===== config.mk =====
export PLATFORM = sky130hd
export DESIGN_NAME = ldl_round_mux
export DESIGN_NICKNAME = d
export VERILOG_FILES = /design/src/rtl/ldl_round_mux_pkg.sv /design/src/rtl/ldl_rr_pick.sv /design/src/rtl/ldl_round_mux.sv
export SDC_FILE = /design/constraint.sdc
export NUM_CORES = 1
export LEC_CHECK = 0
export BUFFER_PORTS_ARGS = -buffer_cell sky130_fd_sc_hd__clkbuf_2
export CORE_AREA = 3 3 122 124
export CTS_CLUSTER_SIZE = 16
export DETAILED_ROUTE_END_ITERATION = 8
export DIE_AREA = 0 0 125 127
export PLACE_DENSITY_LB_ADDON = 0.25
export SLEW_MARGIN = 20
export SYNTH_ARGS = -nofsm -noshare
export SYNTH_HDL_FRONTEND = slang
export SYNTH_SLANG_ARGS = --single-unit
export TNS_END_PERCENT = 50

===== constraint.sdc =====
create_clock -name clk -period 5.9 [get_ports clk]
set_input_delay 0 -clock clk [delete_from_list [all_inputs] [get_ports clk]]
set_output_delay 0 -clock clk [all_outputs]
set_load 0.01 [all_outputs]

===== src/rtl/ldl_round_mux_pkg.sv =====
// ldl_round_mux_pkg: shared types and helpers for the packet-locked
// round-robin stream multiplexer (ldl_round_mux) and its pick unit.
//   state_e   : arbiter state (IDLE searching, LOCK holding a grant)
//   DEF_WIDTH : default channel count, DEF_SELW its index width
//   next_ptr  : wrapping increment of a channel index (explicit compare,
//               so non-power-of-two channel counts wrap correctly)
package ldl_round_mux_pkg;

  typedef enum logic [0:0] {
    IDLE = 1'b0,
    LOCK = 1'b1
  } state_e;

  localparam int unsigned DEF_WIDTH = 8;
  localparam int unsigned DEF_SELW  = $clog2(DEF_WIDTH);

  // Index after idx in a ring of width channels.
  function automatic int unsigned next_ptr(input int unsigned idx,
                                           input int unsigned width);
    if (idx == (width - 32'd1)) begin
      return 32'd0;
    end else begin
      return idx + 32'd1;
    end
  endfunction

endpackage


===== src/rtl/ldl_rr_pick.sv =====
// ldl_rr_pick: combinational rotate-priority search.
//   req   : per-channel request bits
//   ptr   : channel with highest priority this cycle
//   idx   : first requesting channel at or above ptr, wrapping to 0
//   found : at least one request present
module ldl_rr_pick #(
  parameter int unsigned WIDTH = 8,
  localparam int unsigned SEL_W = $clog2(WIDTH)
) (
  input  logic [WIDTH-1:0] req,
  input  logic [SEL_W-1:0] ptr,
  output logic [SEL_W-1:0] idx,
  output logic             found
);

  localparam logic [SEL_W:0] WIDTH_L = (SEL_W + 1)'(WIDTH);

  logic [2*WIDTH-1:0] dbl_s;
  logic [WIDTH-1:0]   rot_s;
  logic [SEL_W:0]     off_s;
  logic [SEL_W:0]     sum_s;

  // Rotate requests so bit 0 is the ptr channel, take the lowest set
  // offset, then map the offset back to an absolute channel index.
  always_comb begin
    dbl_s = {req, req};
    rot_s = WIDTH'(dbl_s >> ptr);
    off_s = {(SEL_W + 1){1'b0}};
    for (int i = WIDTH - 1; i >= 0; i--) begin
      off_s = rot_s[i] ? (SEL_W + 1)'(i) : off_s;
    end
    sum_s = {1'b0, ptr} + off_s;
    idx   = (sum_s >= WIDTH_L) ? SEL_W'(sum_s - WIDTH_L) : SEL_W'(sum_s);
    found = |req;
  end

endmodule


===== src/rtl/ldl_round_mux.sv =====
// ldl_round_mux: packet-locked N:1 round-robin stream multiplexer.
// A requesting channel is chosen in round-robin order and keeps the grant
// until its last beat; beats pass through one registered output stage.
//   clk, rst_n          : clock, asynchronous active-low reset
//   s_valid/s_ready     : per-channel beat handshake (WIDTH bits)
//   s_data, s_last      : channel i data at [i*DW +: DW], end-of-packet
//   m_valid/m_ready     : output beat handshake
//   m_data, m_last      : output beat payload and end-of-packet
//   m_sel               : channel index of the current output beat
//   busy                : a grant is locked
// Optional build macro LDL_ROUND_MUX_BURST_LIMIT_EN: a grant is also
// released after MAX_BURST transfers, letting long packets interleave.
module ldl_round_mux
  import ldl_round_mux_pkg::*;
#(
  parameter int unsigned WIDTH     = 8,
  parameter int unsigned DW        = 32,
  parameter int unsigned MAX_BURST = 16,
  localparam int unsigned SEL_W    = $clog2(WIDTH)
) (
  input  logic                clk,
  input  logic                rst_n,
  input  logic [WIDTH-1:0]    s_valid,
  output logic [WIDTH-1:0]    s_ready,
  input  logic [WIDTH*DW-1:0] s_data,
  input  logic [WIDTH-1:0]    s_last,
  output logic                m_valid,
  input  logic                m_ready,
  output logic [DW-1:0]       m_data,
  output logic                m_last,
  output logic [SEL_W-1:0]    m_sel,
  output logic                busy
);

  state_e           state_r;
  logic [SEL_W-1:0] ptr_r;
  logic [SEL_W-1:0] gnt_r;

  logic             m_valid_r;
  logic [DW-1:0]    m_data_r;
  logic             m_last_r;
  logic [SEL_W-1:0] m_sel_r;

  logic [SEL_W-1:0] pick_idx_s;
  logic             pick_found_s;
  logic [WIDTH-1:0] s_ready_s;
  logic             sel_valid_s;
  logic             sel_last_s;
  logic [DW-1:0]    sel_data_s;
  logic             out_free_s;
  logic             xfer_s;
  logic             burst_hit_s;
  logic             release_s;

  ldl_rr_pick #(
    .WIDTH (WIDTH)
  ) u_pick (
    .req   (s_valid),
    .ptr   (ptr_r),
    .idx   (pick_idx_s),
    .found (pick_found_s)
  );

  // Output stage can take a beat when empty or draining this cycle.
  assign out_free_s = !m_valid_r || m_ready;

  // Route the granted channel to the output stage and open only its ready.
  always_comb begin
    sel_valid_s = 1'b0;
    sel_last_s  = 1'b0;
    sel_data_s  = {DW{1'b0}};
    s_ready_s   = {WIDTH{1'b0}};
    for (int i = 0; i < WIDTH; i++) begin
      s_ready_s[i] = (state_r == LOCK) && (gnt_r == SEL_W'(i)) && out_free_s;
      sel_valid_s  = (gnt_r == SEL_W'(i)) ? s_valid[i]          : sel_valid_s;
      sel_last_s   = (gnt_r == SEL_W'(i)) ? s_last[i]           : sel_last_s;
      sel_data_s   = (gnt_r == SEL_W'(i)) ? s_data[i*DW +: DW]  : sel_data_s;
    end
  end

  assign xfer_s    = (state_r == LOCK) && sel_valid_s && out_free_s;
  assign release_s = xfer_s && (sel_last_s || burst_hit_s);

`ifdef LDL_ROUND_MUX_BURST_LIMIT_EN
  localparam int unsigned CNT_W = $clog2(MAX_BURST + 1);
  logic [CNT_W-1:0] cnt_r;

  // The transfer about to happen is the MAX_BURST-th of this grant.
  assign burst_hit_s = (cnt_r == CNT_W'(MAX_BURST - 1));

  // Beats transferred under the current grant.
  always_ff @(posedge clk or negedge rst_n) begin
    if (!rst_n) begin
      cnt_r <= {CNT_W{1'b0}};
    end else if ((state_r == IDLE) && pick_found_s) begin
      cnt_r <= {CNT_W{1'b0}};
    end else if (xfer_s) begin
      cnt_r <= cnt_r + CNT_W'(1);
    end
  end
`else
  // MAX_BURST only matters when the burst limit is compiled in.
  logic max_burst_unused_s;
  assign max_burst_unused_s = (MAX_BURST == 32'd0);
  assign burst_hit_s        = 1'b0;
`endif

  // Arbitration state: search in IDLE, hold the grant in LOCK.
  always_ff @(posedge clk or negedge rst_n) begin
    if (!rst_n) begin
      state_r <= IDLE;
      ptr_r   <= {SEL_W{1'b0}};
      gnt_r   <= {SEL_W{1'b0}};
    end else begin
      case (state_r)
        IDLE: begin
          if (pick_found_s) begin
            gnt_r   <= pick_idx_s;
            state_r <= LOCK;
          end
        end
        LOCK: begin
          if (release_s) begin
            state_r <= IDLE;
            ptr_r   <= SEL_W'(next_ptr(32'(gnt_r), WIDTH));
          end
        end
        default: begin
          state_r <= IDLE;
        end
      endcase
    end
  end

  // Output register: load on transfer, clear on drain, hold while stalled.
  always_ff @(posedge clk or negedge rst_n) begin
    if (!rst_n) begin
      m_valid_r <= 1'b0;
      m_data_r  <= {DW{1'b0}};
      m_last_r  <= 1'b0;
      m_sel_r   <= {SEL_W{1'b0}};
    end else if (xfer_s) begin
      m_valid_r <= 1'b1;
      m_data_r  <= sel_data_s;
      m_last_r  <= sel_last_s;
      m_sel_r   <= gnt_r;
    end else if (m_ready) begin
      m_valid_r <= 1'b0;
    end
  end

  assign s_ready = s_ready_s;
  assign m_valid = m_valid_r;
  assign m_data  = m_data_r;
  assign m_last  = m_last_r;
  assign m_sel   = m_sel_r;
  assign busy    = (state_r == LOCK);

endmodule


==> results summary <==
The share of total power in combinational logic came out at 0.709. In this run the vertical extent of the chip is 127 um. In this run the post-CTS setup repair buffer count came out at 0.

The slew of the pin with the lowest slew margin is 963.6 ps. The detailed-route wire length per cell is 19.92 um. The layout cell share with drive strength beyond 1 came out at 0.4153. The via count of the first global-routing pass came out at 5544. The synthesized cell area came out at 0.004390 mm^2. Across the VDD grid, the largest voltage drop is 171.6 uV. The congestion estimate from routability-driven global placement came to 0.9021. Once detail routing completed, the nets flagged for antenna violations numbered 0. In this run the critical register-to-register path is launched from gnt_r[1]$_DFFE_PN0P_. The total die area came out at 0.01588 mm^2. The hold path endpoint is m_data[22]$_DFFE_PN0P_. The post-place setup slack is 2212 ps. The worst setup path is of the register to register kind. On the critical path, the stage with the largest delay is an instance of ha_2. The site row count is 43.

The detailed-route via count came out at 5763. The power dissipated by switching net loads came out at 0.001575 W. The post-cts gate resize count came out at 0. The placed wire-length estimate came out at 16090 um. Setup violations remaining at the end of the flow were counted as 0. The average instance area after synthesis came out at 7.518 um^2. The smallest setup slack after layout is 2224 ps. The pre-antenna-repair detailed-routing pass consisted of 5 iterations. The clock input transition at the sequential cells of the worst setup and hold paths is 70 ps. The post-synthesis sequential element count is 44. The unique cell type count in the Yosys netlist is 52. In this run, the number of DRC markers left after iteration 0 of detailed routing was 456. The reg-to-reg setup timing slack is 2220 ps. Cell internal power was estimated by the tool at 0.001572 W.

The hold violation count in the final report is 0. The setup clock skew after layout came out at 14.52 ps. The max-slew violation count is 0. Global routing finished with a remaining overflow of 0. The hold path depth came out at 3. The endpoint arrival time on the critical path came out at 3850 ps. Counting along the longest clock path gives a buffer depth of 2. The maximum net fanout on the critical path is 53. The clock root buffer is clkbuf_16. The global-route usage over all layers is 0.2453. The relative contribution of the clock network to total power came out at 0.103. The per-cell via count in the routed design is 5.531. The yosys synthesis warning count is 0. The part of the power in registers came out at 0.188. The delay contributed by the slowest stage of the critical path is 800 ps.

The tool flagged a number of max-cap violations equal to 0. The maximum clock frequency came out at 272.1 MHz. For this configuration, the core starts out at a cell density of 0.3163. The die span in x is 125 um. The signal on the critical path passes through inv_1 -> ha_2 -> nor2b_4 -> a221oi_1 -> o32ai_2 -> o21ai_4 -> buf_4 -> nor2_1 -> a21o_1. The total number of nets in the final design came out at 1144. The initial antenna violation count is 0. The TritonCTS clock tree is yes. In this run the number of H-tree levels came out at 2.

Clock tree synthesis inserted a total of 5 buffers. The wire length of the first global-routing pass is 31260 um. The data required time of the worst path came out at 6080 ps.

The post-synthesis to final-layout area growth came out at 42.15%. STA classifies the critical path endpoint as a register. The pin count of the biggest net entering global routing is 54. The number of top-level pins is 321.

The latest clock arrival within the worst-skew pair is 290 ps. The count of antenna diodes in the layout came out at 0. The setup TNS after final layout is 0 ps. The post-synthesis sequential area ratio is 0.2508. The worst-case reg-to-reg path depth came out at 9. The minimum clock period is 3676 ps. The proportion of register bits with asynchronous set or reset after synthesis came out at 1.000. In the synthesized netlist the dominant register cell turns out to be dfrtp_1. The switching share of total power is 0.5006. Synthesis produced a netlist with a net count of 867. The power density over cell area is 504.3 mW/mm^2.

The sink count of the clock tree came out at 44. The final design utilization is 0.4496. After technology mapping, the gate count stands at 584. In this run the worst hold path is classified as input port to register. The analysis attributes to cell leakage a power of 2.992 nW. The number of synthesized flops with an enable pin came out at 0. The area inside the core boundary came out at 0.01388 mm^2. In the finished design, the share of the clock period the worst path needs comes to 0.6230.

For this run, design rule violations remaining after detail routing come to 0. Port buffering added 320 buffers. The kind of start point of the critical path is a register. The run finished with clean final reports. The startpoint identified for the worst hold timing path is s_data[214]. The worst register-to-register path ends at ptr_r[0]$_DFFE_PN0P_.

Setup repair after global routing left no endpoint under its margin. After detailed routing, the total wire length is 20750 um. The number of inserted filler cells in the final layout is 1492. Headroom to the max-slew limit came out at 0.3576. For this design, the CTS-stage hold fixing added 3 buffers.
[through the flow]
step	cells	instance area [um^2]	total power, W	hold WS (ps)
final	1042	6241	0.003147	18.97
after global placement	1031	6038	0.002818	130.5
after detailed placement	1031	6038	0.002845	137.0
after floorplan	584	4390	0.002178	-295.6
after global routing	1042	6241	0.003447	34.23
after CTS	1042	6241	0.003181	9.817
[layout by cell type, fill, tap and decap left out, types with 3 or more instances in the layout]
cell type	synthesis	routed
a22oi_1	33	33
o31ai_1	33	33
nand3_1	10	10
o21ai_1	35	35
clkbuf_2	0	320
dfrtp_1	44	44
mux4_2	3	3
nand2_1	85	85
a221oi_1	34	34
a21oi_1	44	44
mux2i_1	6	6
ha_2	0	3
o21ai_0	13	13
ha_1	7	4
inv_1	11	11
o221ai_1	4	4
nand2b_1	5	5
buf_4	3	9
o31a_1	32	32
dlygate4sd3_1	0	3
mux2_2	3	3
nor2_1	41	41
clkbuf_16	0	5
nor3_1	6	6
a31oi_1	3	3
a211o_1	3	3
a211oi_1	3	3
o22ai_1	33	33
[state kept, by name, indices dropped and copies added, names as in the netlist]
name	cells
ptr_r	3
m_valid	1
busy	1
m_sel	3
m_last	1
m_data	32
gnt_r	3
[worst max-delay path by stage]
stage	startpoint	endpoint	depth (start not counted)
after CTS	gnt_r[1]$_DFFE_PN0P_	ptr_r[0]$_DFFE_PN0P_	9
after detailed placement	gnt_r[1]$_DFFE_PN0P_	ptr_r[0]$_DFFE_PN0P_	9
after floorplan	ptr_r[0]$_DFFE_PN0P_	gnt_r[2]$_DFFE_PN0P_	13
after global routing	gnt_r[1]$_DFFE_PN0P_	ptr_r[0]$_DFFE_PN0P_	9
after global placement	gnt_r[1]$_DFFE_PN0P_	ptr_r[0]$_DFFE_PN0P_	9
final	gnt_r[1]$_DFFE_PN0P_	ptr_r[0]$_DFFE_PN0P_	9
[synthesized netlist by cell type (all sizes together) (3+ instances only)]
cell,n,area [um^2]
a22oi,33,247.7
o31a,32,280.3
o21ai,49,249.0
a21oi,44,220.2
a211oi,3,22.52
clkbuf,33,123.9
ha,7,87.58
o311ai,3,43.80
a211o,3,26.28
buf,29,155.2
o22ai,33,206.5
mux4,3,67.56
mux2,4,45.04
o31ai,33,247.7
nor3,6,30.03
a31oi,3,18.77
o221ai,4,35.03
inv,12,45.04
nand2b,5,31.28
nand2,85,319.1
dfrtp,44,1101
mux2i,6,60.06
nand3,10,50.05
a221oi,34,297.8
nor2,43,166.4
nor2b,3,26.27
[critical path, delay by kind of cell (launching register included)]
family | cells | cell delay, ps
buffers and inverters | 2 | 630
flip-flops | 1 | 410
adder cells (fa/ha/maj) | 1 | 800
AO/OA/AOI/OAI | 4 | 1220
AND/OR/NAND/NOR | 2 | 440
[area by class of cell]
| class | count | area [um^2] | area share |
|---|---|---|---|
| timing repair buffer | 332 | 1699 | 0.2723 |
| clock buffer | 5 | 125.1 | 0.02005 |
| inverter | 12 | 45.04 | 0.007217 |
| tap | 180 | 225.2 | 0.03609 |
| multi-input combinational | 466 | 2998 | 0.4804 |
| clock inverter | 3 | 47.55 | 0.007618 |
| sequential | 44 | 1101 | 0.1764 |
[power groups by stage]
| stage | clock network, W | registers (W) | logic, W |
|---|---|---|---|
| final | 0.000325 | 0.000592 | 0.00223 |
| after global routing | 0.000349 | 0.000619 | 0.00248 |
| after CTS | 0.000336 | 0.000591 | 0.00225 |
| after detailed placement | 0 | 0.000595 | 0.00225 |
| after global placement | 0 | 0.000592 | 0.00223 |
| after floorplan | 0 | 0.000587 | 0.00159 |
[metal layers]
layer	part of all wire	GRT usage
met1	0.40	0.3093
met4	0.021	0.05995
met5	0	0
met3	0.073	0.05268
met2	0.51	0.4299
[kinds of logic (layout without fill, tap and decap cells)]
group	Yosys count	count (layout)	share of synthesized area
xor gates and xnor gates	1	1	0.001995
adders and majority gates	8	8	0.02451
and+or+nand+nor	160	160	0.1559
DFF	44	44	0.2508
AOI/OAI and AO/OA	284	284	0.4537
muxes	13	13	0.03933
buffers and inverters	74	352	0.07381
(Power assumes the default switching activity.)
